`config.mk`:
```
export PLATFORM = sky130hd
export DESIGN_NAME = reg_file32_sb_flat
export DESIGN_NICKNAME = d
export VERILOG_FILES = /design/src/rtl/rf_pkg.sv /design/src/rtl/reg_file32_sb_if.sv /design/src/rtl/rf_scoreboard.sv /design/src/rtl/reg_file32_sb.sv /design/src/flat_wrapper.sv
export SDC_FILE = /design/constraint.sdc
export NUM_CORES = 1
export LEC_CHECK = 0
export CORE_MARGIN = 4
export CORE_UTILIZATION = 30
export CTS_CLUSTER_DIAMETER = 100
export DETAILED_ROUTE_END_ITERATION = 6
export HOLD_SLACK_MARGIN = 0.05
export MAX_ROUTING_LAYER = met4
export PLACE_DENSITY = 0.5
export SYNTH_ARGS = -nofsm -noshare
export SYNTH_HDL_FRONTEND = slang
export SYNTH_HIERARCHICAL = 1
export SYNTH_SLANG_ARGS = --single-unit
```
`constraint.sdc`:
```
create_clock -name clk -period 2.7 [get_ports clk]
set_input_delay 0.27 -clock clk [delete_from_list [all_inputs] [get_ports clk]]
set_output_delay 0.27 -clock clk [all_outputs]
set_load 0.01 [all_outputs]
```
`src/rtl/rf_pkg.sv`:
```
// rtl/rf_pkg.sv - shared register-file geometry constants
package rf_pkg;
  localparam int WIDTH    = 32;
  localparam int AW       = 4;
  localparam int NREGS    = 16;
  localparam int ZERO_REG = 0;
endpackage

```
`src/rtl/reg_file32_sb_if.sv`:
```
// rtl/reg_file32_sb_if.sv - decode/write-back bus into the register file
interface reg_file32_sb_if;
  import rf_pkg::*;

  logic             wr_en;
  logic [AW-1:0]    wr_addr;
  logic [WIDTH-1:0] wr_data;
  logic             rd_en;
  logic [AW-1:0]    rd_addr_a;
  logic [AW-1:0]    rd_addr_b;
  logic [WIDTH-1:0] rd_data_a;
  logic [WIDTH-1:0] rd_data_b;
  logic             rd_valid;
  logic             issue_en;
  logic [AW-1:0]    issue_addr;
  logic             busy_a;
  logic             busy_b;
  logic             stall;

  modport master (
    output wr_en, wr_addr, wr_data, rd_en, rd_addr_a, rd_addr_b, issue_en, issue_addr,
    input  rd_data_a, rd_data_b, rd_valid, busy_a, busy_b, stall
  );

  modport slave (
    input  wr_en, wr_addr, wr_data, rd_en, rd_addr_a, rd_addr_b, issue_en, issue_addr,
    output rd_data_a, rd_data_b, rd_valid, busy_a, busy_b, stall
  );
endinterface

```
`src/rtl/rf_scoreboard.sv`:
```
// rtl/rf_scoreboard.sv - pending-write busy bits with same-cycle write-back forwarding
module rf_scoreboard
  import rf_pkg::*;
(
  input  logic          clk,
  input  logic          reset,
  input  logic          issue_en,
  input  logic [AW-1:0] issue_addr,
  input  logic          wr_en,
  input  logic [AW-1:0] wr_addr,
  input  logic [AW-1:0] rd_addr_a,
  input  logic [AW-1:0] rd_addr_b,
  output logic          busy_a,
  output logic          busy_b
);
  logic [NREGS-1:0] busy;

  // Issue beats write-back on the same register: the new producer is still outstanding.
  always_ff @(posedge clk) begin
    if (reset) begin
      busy <= '0;
    end else begin
      busy[ZERO_REG] <= 1'b0;
      for (int i = 1; i < NREGS; i++) begin
        if (issue_en && issue_addr == AW'(i))
          busy[i] <= 1'b1;
        else if (wr_en && wr_addr == AW'(i))
          busy[i] <= 1'b0;
      end
    end
  end

  assign busy_a = busy[rd_addr_a] & ~(wr_en && wr_addr == rd_addr_a);
  assign busy_b = busy[rd_addr_b] & ~(wr_en && wr_addr == rd_addr_b);
endmodule

```
`src/rtl/reg_file32_sb.sv`:
```
// rtl/reg_file32_sb.sv - 16x32 register file, registered read ports with bypass, R0 hardwired
module reg_file32_sb
  import rf_pkg::*;
(
  input  logic            clk,
  input  logic            reset,
  reg_file32_sb_if.slave  bus
);
  logic [WIDTH-1:0] regs [NREGS];
  logic [WIDTH-1:0] next_a;
  logic [WIDTH-1:0] next_b;
  logic             rd_fire;

  rf_scoreboard u_sb (
    .clk        (clk),
    .reset      (reset),
    .issue_en   (bus.issue_en),
    .issue_addr (bus.issue_addr),
    .wr_en      (bus.wr_en),
    .wr_addr    (bus.wr_addr),
    .rd_addr_a  (bus.rd_addr_a),
    .rd_addr_b  (bus.rd_addr_b),
    .busy_a     (bus.busy_a),
    .busy_b     (bus.busy_b)
  );

  assign bus.stall = bus.rd_en & (bus.busy_a | bus.busy_b);
  assign rd_fire   = bus.rd_en & ~bus.stall;

  always_comb begin
    next_a = regs[bus.rd_addr_a];
    if (bus.rd_addr_a == AW'(ZERO_REG))
      next_a = '0;
    else if (bus.wr_en && bus.wr_addr == bus.rd_addr_a)
      next_a = bus.wr_data;
  end

  always_comb begin
    next_b = regs[bus.rd_addr_b];
    if (bus.rd_addr_b == AW'(ZERO_REG))
      next_b = '0;
    else if (bus.wr_en && bus.wr_addr == bus.rd_addr_b)
      next_b = bus.wr_data;
  end

  always_ff @(posedge clk) begin
    if (reset) begin
      for (int i = 0; i < NREGS; i++)
        regs[i] <= '0;
    end else if (bus.wr_en && bus.wr_addr != AW'(ZERO_REG)) begin
      regs[bus.wr_addr] <= bus.wr_data;
    end
  end

  // Operands hold across a stall so execute keeps seeing the last issued pair.
  always_ff @(posedge clk) begin
    if (reset) begin
      bus.rd_data_a <= '0;
      bus.rd_data_b <= '0;
      bus.rd_valid  <= 1'b0;
    end else begin
      bus.rd_valid <= rd_fire;
      if (rd_fire) begin
        bus.rd_data_a <= next_a;
        bus.rd_data_b <= next_b;
      end
    end
  end
endmodule

```
`src/flat_wrapper.sv`:
```
// flat-port wrapper written by rule: the top's interface ports become plain ports
module reg_file32_sb_flat import rf_pkg::*;
  (clk, reset, bus_wr_en, bus_wr_addr, bus_wr_data, bus_rd_en, bus_rd_addr_a, bus_rd_addr_b, bus_issue_en, bus_issue_addr, bus_rd_data_a, bus_rd_data_b, bus_rd_valid, bus_busy_a, bus_busy_b, bus_stall);
  reg_file32_sb_if bus_i ();
  input  logic clk;
  input  logic reset;
  input wire logic [$bits(bus_i.wr_en)-1:0] bus_wr_en;
  input wire logic [$bits(bus_i.wr_addr)-1:0] bus_wr_addr;
  input wire logic [$bits(bus_i.wr_data)-1:0] bus_wr_data;
  input wire logic [$bits(bus_i.rd_en)-1:0] bus_rd_en;
  input wire logic [$bits(bus_i.rd_addr_a)-1:0] bus_rd_addr_a;
  input wire logic [$bits(bus_i.rd_addr_b)-1:0] bus_rd_addr_b;
  input wire logic [$bits(bus_i.issue_en)-1:0] bus_issue_en;
  input wire logic [$bits(bus_i.issue_addr)-1:0] bus_issue_addr;
  output wire logic [$bits(bus_i.rd_data_a)-1:0] bus_rd_data_a;
  output wire logic [$bits(bus_i.rd_data_b)-1:0] bus_rd_data_b;
  output wire logic [$bits(bus_i.rd_valid)-1:0] bus_rd_valid;
  output wire logic [$bits(bus_i.busy_a)-1:0] bus_busy_a;
  output wire logic [$bits(bus_i.busy_b)-1:0] bus_busy_b;
  output wire logic [$bits(bus_i.stall)-1:0] bus_stall;
  assign bus_i.wr_en = bus_wr_en;
  assign bus_i.wr_addr = bus_wr_addr;
  assign bus_i.wr_data = bus_wr_data;
  assign bus_i.rd_en = bus_rd_en;
  assign bus_i.rd_addr_a = bus_rd_addr_a;
  assign bus_i.rd_addr_b = bus_rd_addr_b;
  assign bus_i.issue_en = bus_issue_en;
  assign bus_i.issue_addr = bus_issue_addr;
  assign bus_rd_data_a = bus_i.rd_data_a;
  assign bus_rd_data_b = bus_i.rd_data_b;
  assign bus_rd_valid = bus_i.rd_valid;
  assign bus_busy_a = bus_i.busy_a;
  assign bus_busy_b = bus_i.busy_b;
  assign bus_stall = bus_i.stall;
  reg_file32_sb u_core (.clk(clk), .reset(reset), .bus(bus_i));
endmodule
```
# Word-level counts from Yosys, hierarchy flattened
# Memories as Yosys holds them, arrays and structs flattened.
# Cells that the tools add are included.
classes:
  n_mux: 46
  magnitude_cmp: 2
  reduce_logical: 52
  bitwise: 8
  eq_ne: 32
ops:
  columns: ["op", "count"]
  rows:
  - ["$mux W32", 5]
  - ["$eq A4 B4 Y1 const B", 16]
  - ["$mux W1", 38]
  - ["$logic_and A1 B1 Y1", 33]
  - ["$eq A4 B3 Y1 const B", 8]
  - ["$reduce_or A32 Y1", 1]
  - ["$reduce_bool A2 Y1", 15]
  - ["$eq A4 B2 Y1 const B", 4]
  - ["$lt A4 B5 Y1 const B", 2]
  - ["$bmux W1 S4", 2]
  - ["$eq A4 B1 Y1 const B", 2]
  - ["$eq A4 B4 Y1", 2]
  - ["$logic_not A4 Y1", 2]
  - ["$and A1 B1 Y1", 4]
  - ["$mux W4", 1]
  - ["$reduce_bool A4 Y1", 1]
  - ["$not A1 Y1", 3]
  - ["$or A1 B1 Y1", 1]
totals:
  ram_bits: 512
  out_inout_bits: 68
  regBits: 81
  n_memories: 1
  inputBits: 53
  wordCells: 160
memory_table:
  columns: ["memory", "depth", "width", "rd", "rd_clocked_by_memory_dff", "wr", "line", "source"]
  rows:
  - ["u_core.regs", 16, 32, 2, 0, 16, "reg_file32_sb.sv:9", "logic [WIDTH-1:0] regs [NREGS];"]

# Logic depth before layout (Yosys ltp)
depth:
  ltp_word: 8
  ltp_mapped: 11
  depth_no_buf: 8

# Hierarchy
# Netlist, hierarchy kept.
by_module_without_submodules:
  columns: ["mod", "seq_area_each_um2", "cells_each", "area_per_inst_um2", "instances"]
  rows:
  - ["reg_file32_sb", 16676.0, 1909, 29087.9, 1]
  - ["rf_scoreboard", 300.3, 116, 974.7, 1]

# Least setup slack after synthesis
# Ideal clock, no wire load.
synth_path:
  path_type: "input -> register"
  startpoint: "in bus_rd_addr_b[2]"
  endpoint: "reg u_core.bus.rd_data_b[10]"
  stages: 10
  t_required_ps: 2578
  setup_ps: 122
  n_path_buf: 3
  arrival_ps: 2583
  setup_slack_ps: -5
  cell_sequence: "buf_2 -> mux4_2 -> o22ai_1 -> nor4_1 -> or3b_1 -> nor3_1 -> and3_1 -> clkbuf_1 -> clkbuf_1 -> a221o_1"
synth_via:
  elab_chain_len: 8
  elab_cells_between_ends: 14
  cone_classes: "1 x eq/ne; 4 x mux; 6 x bitwise; 2 x reduce/logical; 1 x memory"
synth_rtl:
  columns: ["item", "line", "source"]
  rows:
  - ["start, declared", "flat_wrapper.sv:12", "input wire logic [$bits(bus_i.rd_addr_b)-1:0] bus_rd_addr_b;"]
  - ["branches (longest 3 deep; another with $bmux W1 S4)", null, null]
  - ["$and A1 B1 Y1 *", "rf_scoreboard.sv:34", "assign busy_b = busy[rd_addr_b] & ~(wr_en && wr_addr == rd_addr_b);"]
  - ["named net bus_busy_b", "flat_wrapper.sv:19", "output wire logic [$bits(bus_i.busy_b)-1:0] bus_busy_b;"]
  - ["$or A1 B1 Y1 *", "reg_file32_sb.sv:27", "assign bus.stall = bus.rd_en & (bus.busy_a | bus.busy_b);"]
  - ["$and A1 B1 Y1 *", "reg_file32_sb.sv:27", null]
  - ["$not A1 Y1 *", "reg_file32_sb.sv:28", "assign rd_fire = bus.rd_en & ~bus.stall;"]
  - ["$and A1 B1 Y1 *", "reg_file32_sb.sv:28", null]
  - ["end signal, assigned", "reg_file32_sb.sv:65", "bus.rd_data_b <= next_b;"]
  - ["end, declared", "reg_file32_sb_if.sv:27", "output rd_data_a, rd_data_b, rd_valid, busy_a, busy_b, stall"]
# Mark *: on every way through the listed nets, which the timed path passes. The select of a mux whose other input is x is not followed.
# A chain may end at the register's enable or synchronous reset.

# Worst setup path after layout
layout_path:
  startpoint: "reg u_core.u_sb.busy[13]"
  endpoint: "reg u_core.bus.rd_data_b[10]"
layout_via:
  elab_chain_len: 7
  elab_cells_between_ends: 10
  cone_classes: "4 x mux; 6 x bitwise"
layout_rtl:
  columns: ["item", "line", "source"]
  rows:
  - ["start, declared", "rf_scoreboard.sv:16", "logic [NREGS-1:0] busy;"]
  - ["start signal, assigned", "rf_scoreboard.sv:21", "busy <= '0;"]
  - ["start signal, assigned by index", "rf_scoreboard.sv:23", "busy[ZERO_REG] <= 1'b0;"]
  - ["start signal, assigned by index", "rf_scoreboard.sv:26", "busy[i] <= 1'b1;"]
  - ["$bmux W1 S4 (on tied branches)", "rf_scoreboard.sv:33, rf_scoreboard.sv:34", null]
  - ["$mux W1 (on tied branches)", "rf_scoreboard.sv:33, rf_scoreboard.sv:34", null]
  - ["$and A1 B1 Y1 (on tied branches)", "rf_scoreboard.sv:33, rf_scoreboard.sv:34", null]
  - ["$or A1 B1 Y1 *", "reg_file32_sb.sv:27", null]
  - ["$and A1 B1 Y1 *", "reg_file32_sb.sv:27", null]
  - ["$not A1 Y1 *", "reg_file32_sb.sv:28", null]
  - ["$and A1 B1 Y1 *", "reg_file32_sb.sv:28", null]
# Every way passes the cells marked *; elsewhere a longest branch is shown, timed or not. The select of a mux whose other input is x is not followed.

==> metrics <==
Critical Path Max Stage Delay 0.49 ns; Yosys cell types 47; Hold EP u_core/u_sb/busy[12]$_SDFFE_PP0P_; Synth Register Bits 592; Die Span Y 325 µm; Pwr Density 631 mW/mm²; most common cell after layout, fill and taps aside and2_1; Mapped Cells 2,025; Relative slew margins 18.3%; hpwl dp 62,500 µm; initial drt markers 1,841; post-synthesis mux area share 19.7%; FFs w/ async S/R, synth 0%; Post-Synth Simple-Gate Area 14.1%; share of cells above drive strength 1 24.3%; core area 0.0989 mm²; Crit path required time 3.24 ns; worst-path fanout max 9; clk_skew 0.0214 ns; Avg WL per Cell 28.9 µm; crit path DAT 3.18 ns; IO Count 121; DP Worst Slack -0.727 ns; fmax 378 MHz; Pre-antenna DRT Iters 5; max_cap viols 0; Crit Path Category reg -> reg; initial antenna violation count 5; Root Driver clkbuf_16; clock sink count 592; Synthesis Warnings 6; grt ovf 0; largest net degree at the start of global routing 103; first-pass GRT wire length 147,000 µm; worst flop-to-flop path startpoint u_core/u_sb/busy[13]$_SDFFE_PP0P_; XOR/XNOR Fraction of Synth Area 0.466%; TritonCTS buffer count 68; die area 0.105 mm²; worst hold start bus_issue_addr[3]; clk buf depth 3; HP Class in -> reg; worst reg2reg setup slack 0.06 ns; EDFF count, synth 512; Final setup violation count 0; largest family of logic cells by synthesized area multiplexers; fin util 36.5%; Buffers on Ports 120; Synth-to-Final Area Change 20.0%; final critical-path share of the clock period 97.9%; final RePlAce weighted congestion 0.794; Total Wirelength 102,000 µm; worst-margin pin slew 1.22 ns; drt drc 0; Reg2Reg Depth 10; peak supply drop 0.357 mV; number of global-route vias before repair 20,302; die width 325 µm; final setup margin 0.0567 ns; Synth Area in Adders 0%; post-synthesis compound-gate area fraction 6.21%; via count 19,181; clk slew on worst S/H paths 0.06 ns; H-Tree Depth 3; FILL cells 9,176; run status complete, no violations; Worst R2R End u_core/bus.rd_data_b[10]$_SDFFE_PP0P_; post-synthesis sequential area ratio 56.5%; vias per cell 5.46; Final min period 2.64 ns; TritonCTS clock tree done; commonest cells after routing, fill and taps aside 544 x and2_1, 512 x edfxtp_1, 260 x mux4_2; standby leakage power 12.5 nW; Starting Density 30.4%; Synth Flop Type edfxtp_1; Nets 2,228; Total GRT Usage 19.5%; clock insertion delay at the later pin of the skew report 0.60 ns; WHS Path Cells 3; crit end category register; cells along the critical path mux4_2 > o32ai_2 > a31o_1 > nor3_2 > or3b_4 > nor3_4 > a21boi_4 > buf_12 > clkbuf_16 > a221o_1; Std-Cell Rows 115; syn avg cell area 14.8 µm²; Syn Std Cell Area 0.0301 mm²; post-route ant nets 0; Pins Over Slew Limit 0; final hold violation count 0; RSZ-0062 raised after global routing yes; CP startpoint kind register; slowest CP cell mux4_2
stage by stage:
stage / cells / area, µm² / power (mW) / TNS (ns) / hold WS (ns)
after global routing: 3513 / 36100 / 23.6 / -0.129 / 0.465
after global placement: 3388 / 33700 / 13.6 / -41.99 / 0.487
final: 3514 / 36100 / 22.8 / 0 / 0.423
after detailed placement: 3388 / 33700 / 13.7 / -45.08 / 0.490
after floorplan: 2056 / 30200 / 12.4 / 0 / 0.339
after CTS: 3510 / 36000 / 23.0 / 0 / 0.393
worst max-delay path: cells and delay by family, from the launching register on:
kind | cells | cell delay [ns]
AO/OA/AOI/OAI | 4 | 0.73
buffers and inverters | 2 | 0.32
flip-flops | 1 | 0.33
multiplexers | 1 | 0.49
AND/OR/NAND/NOR | 3 | 0.70
cell type report:
class	instances	area [µm²]	share of cell area, %
flip-flops and latches	592	17000	47.1
multi-input cells	1267	12500	34.6
repair buffers	245	2790	7.73
clock buffers	105	2090	5.79
well taps	1287	1610	4.47
clock inverters	16	131	0.364
inverters	1	3.75	0.0104
diodes	1	2.50	0.00694
kinds of logic (layout without fill, tap and decap cells):
family | Yosys count | after routing
flops | 592 | 592
mux | 266 | 266
buf+inv | 197 | 367
compound gates | 238 | 238
xor+xnor | 16 | 16
simple gates | 715 | 715
other cells | 1 | 33
cells in the mapped netlist (16+ instances only):
library cell / instances / area share (%)
dfxtp_1: 80 / 5.3
nor2_1: 18 / 0.22
mux4_2: 260 / 19
clkbuf_1: 136 / 1.7
a221o_1: 62 / 2.1
or2_2: 16 / 0.33
edfxtp_1: 512 / 51
buf_2: 27 / 0.45
nand2_1: 81 / 1.0
a22oi_1: 124 / 3.1
a21oi_1: 19 / 0.32
and2_1: 544 / 11
flip-flops by register name, summed over array words and instances (netlist names):
name,count
u_core/u_sb/busy,15
u_core/bus.rd_valid,1
u_core/bus.rd_data_a,32
u_core/bus.rd_data_b,32
u_core/regs,512
worst max path at each step:
stage	from	endpoint	slack, ns	cells past startpoint
after CTS	u_core/u_sb/busy[13]$_SDFFE_PP0P_	bus_stall	0.01	7
after detailed placement	bus_rd_addr_b[2]	u_core/bus.rd_data_b[21]$_SDFFE_PP0P_	-0.73	10
final	u_core/u_sb/busy[13]$_SDFFE_PP0P_	u_core/bus.rd_data_b[10]$_SDFFE_PP0P_	0.06	10
after floorplan	bus_rd_addr_b[2]	u_core/bus.rd_data_b[10]$_SDFFE_PP0P_	0.03	9
after global placement	bus_rd_addr_b[2]	u_core/bus.rd_data_a[29]$_SDFFE_PP0P_	-0.64	10
after global routing	u_core/u_sb/busy[8]$_SDFFE_PP0P_	u_core/bus.rd_data_b[10]$_SDFFE_PP0P_	-0.02	10
per-layer routing:
layer  global-route usage [%]  part of all wire [%]  routed length [µm]
met5                        -                     0                   0
met4                     4.95                   2.2                2290
met3                     2.61                   6.4                6510
met2                     32.4                    49               50300
met1                     25.4                    42               42600
where the power goes:
| group | internal (mW) | total [mW] | switching [mW] |
|---|---|---|---|
| registers | 10.5 | 10.8 | 0.314 |
| clock network | 5.50 | 9.24 | 3.74 |
| logic | 1.29 | 2.73 | 1.43 |
| total | 17.3 | 22.8 | 5.49 |
what timing repair did:
action                                 4_1_cts  5_1_grt
setup buffers                                0        1
endpoints found under the hold margin        1        0
cloned                                       0        2
setup endpoints to repair                   65       40
hold buffers                                 1        0
pin swaps                                    0        2
gates resized for setup                     13        5
Power figures use the tool's default switching activity.
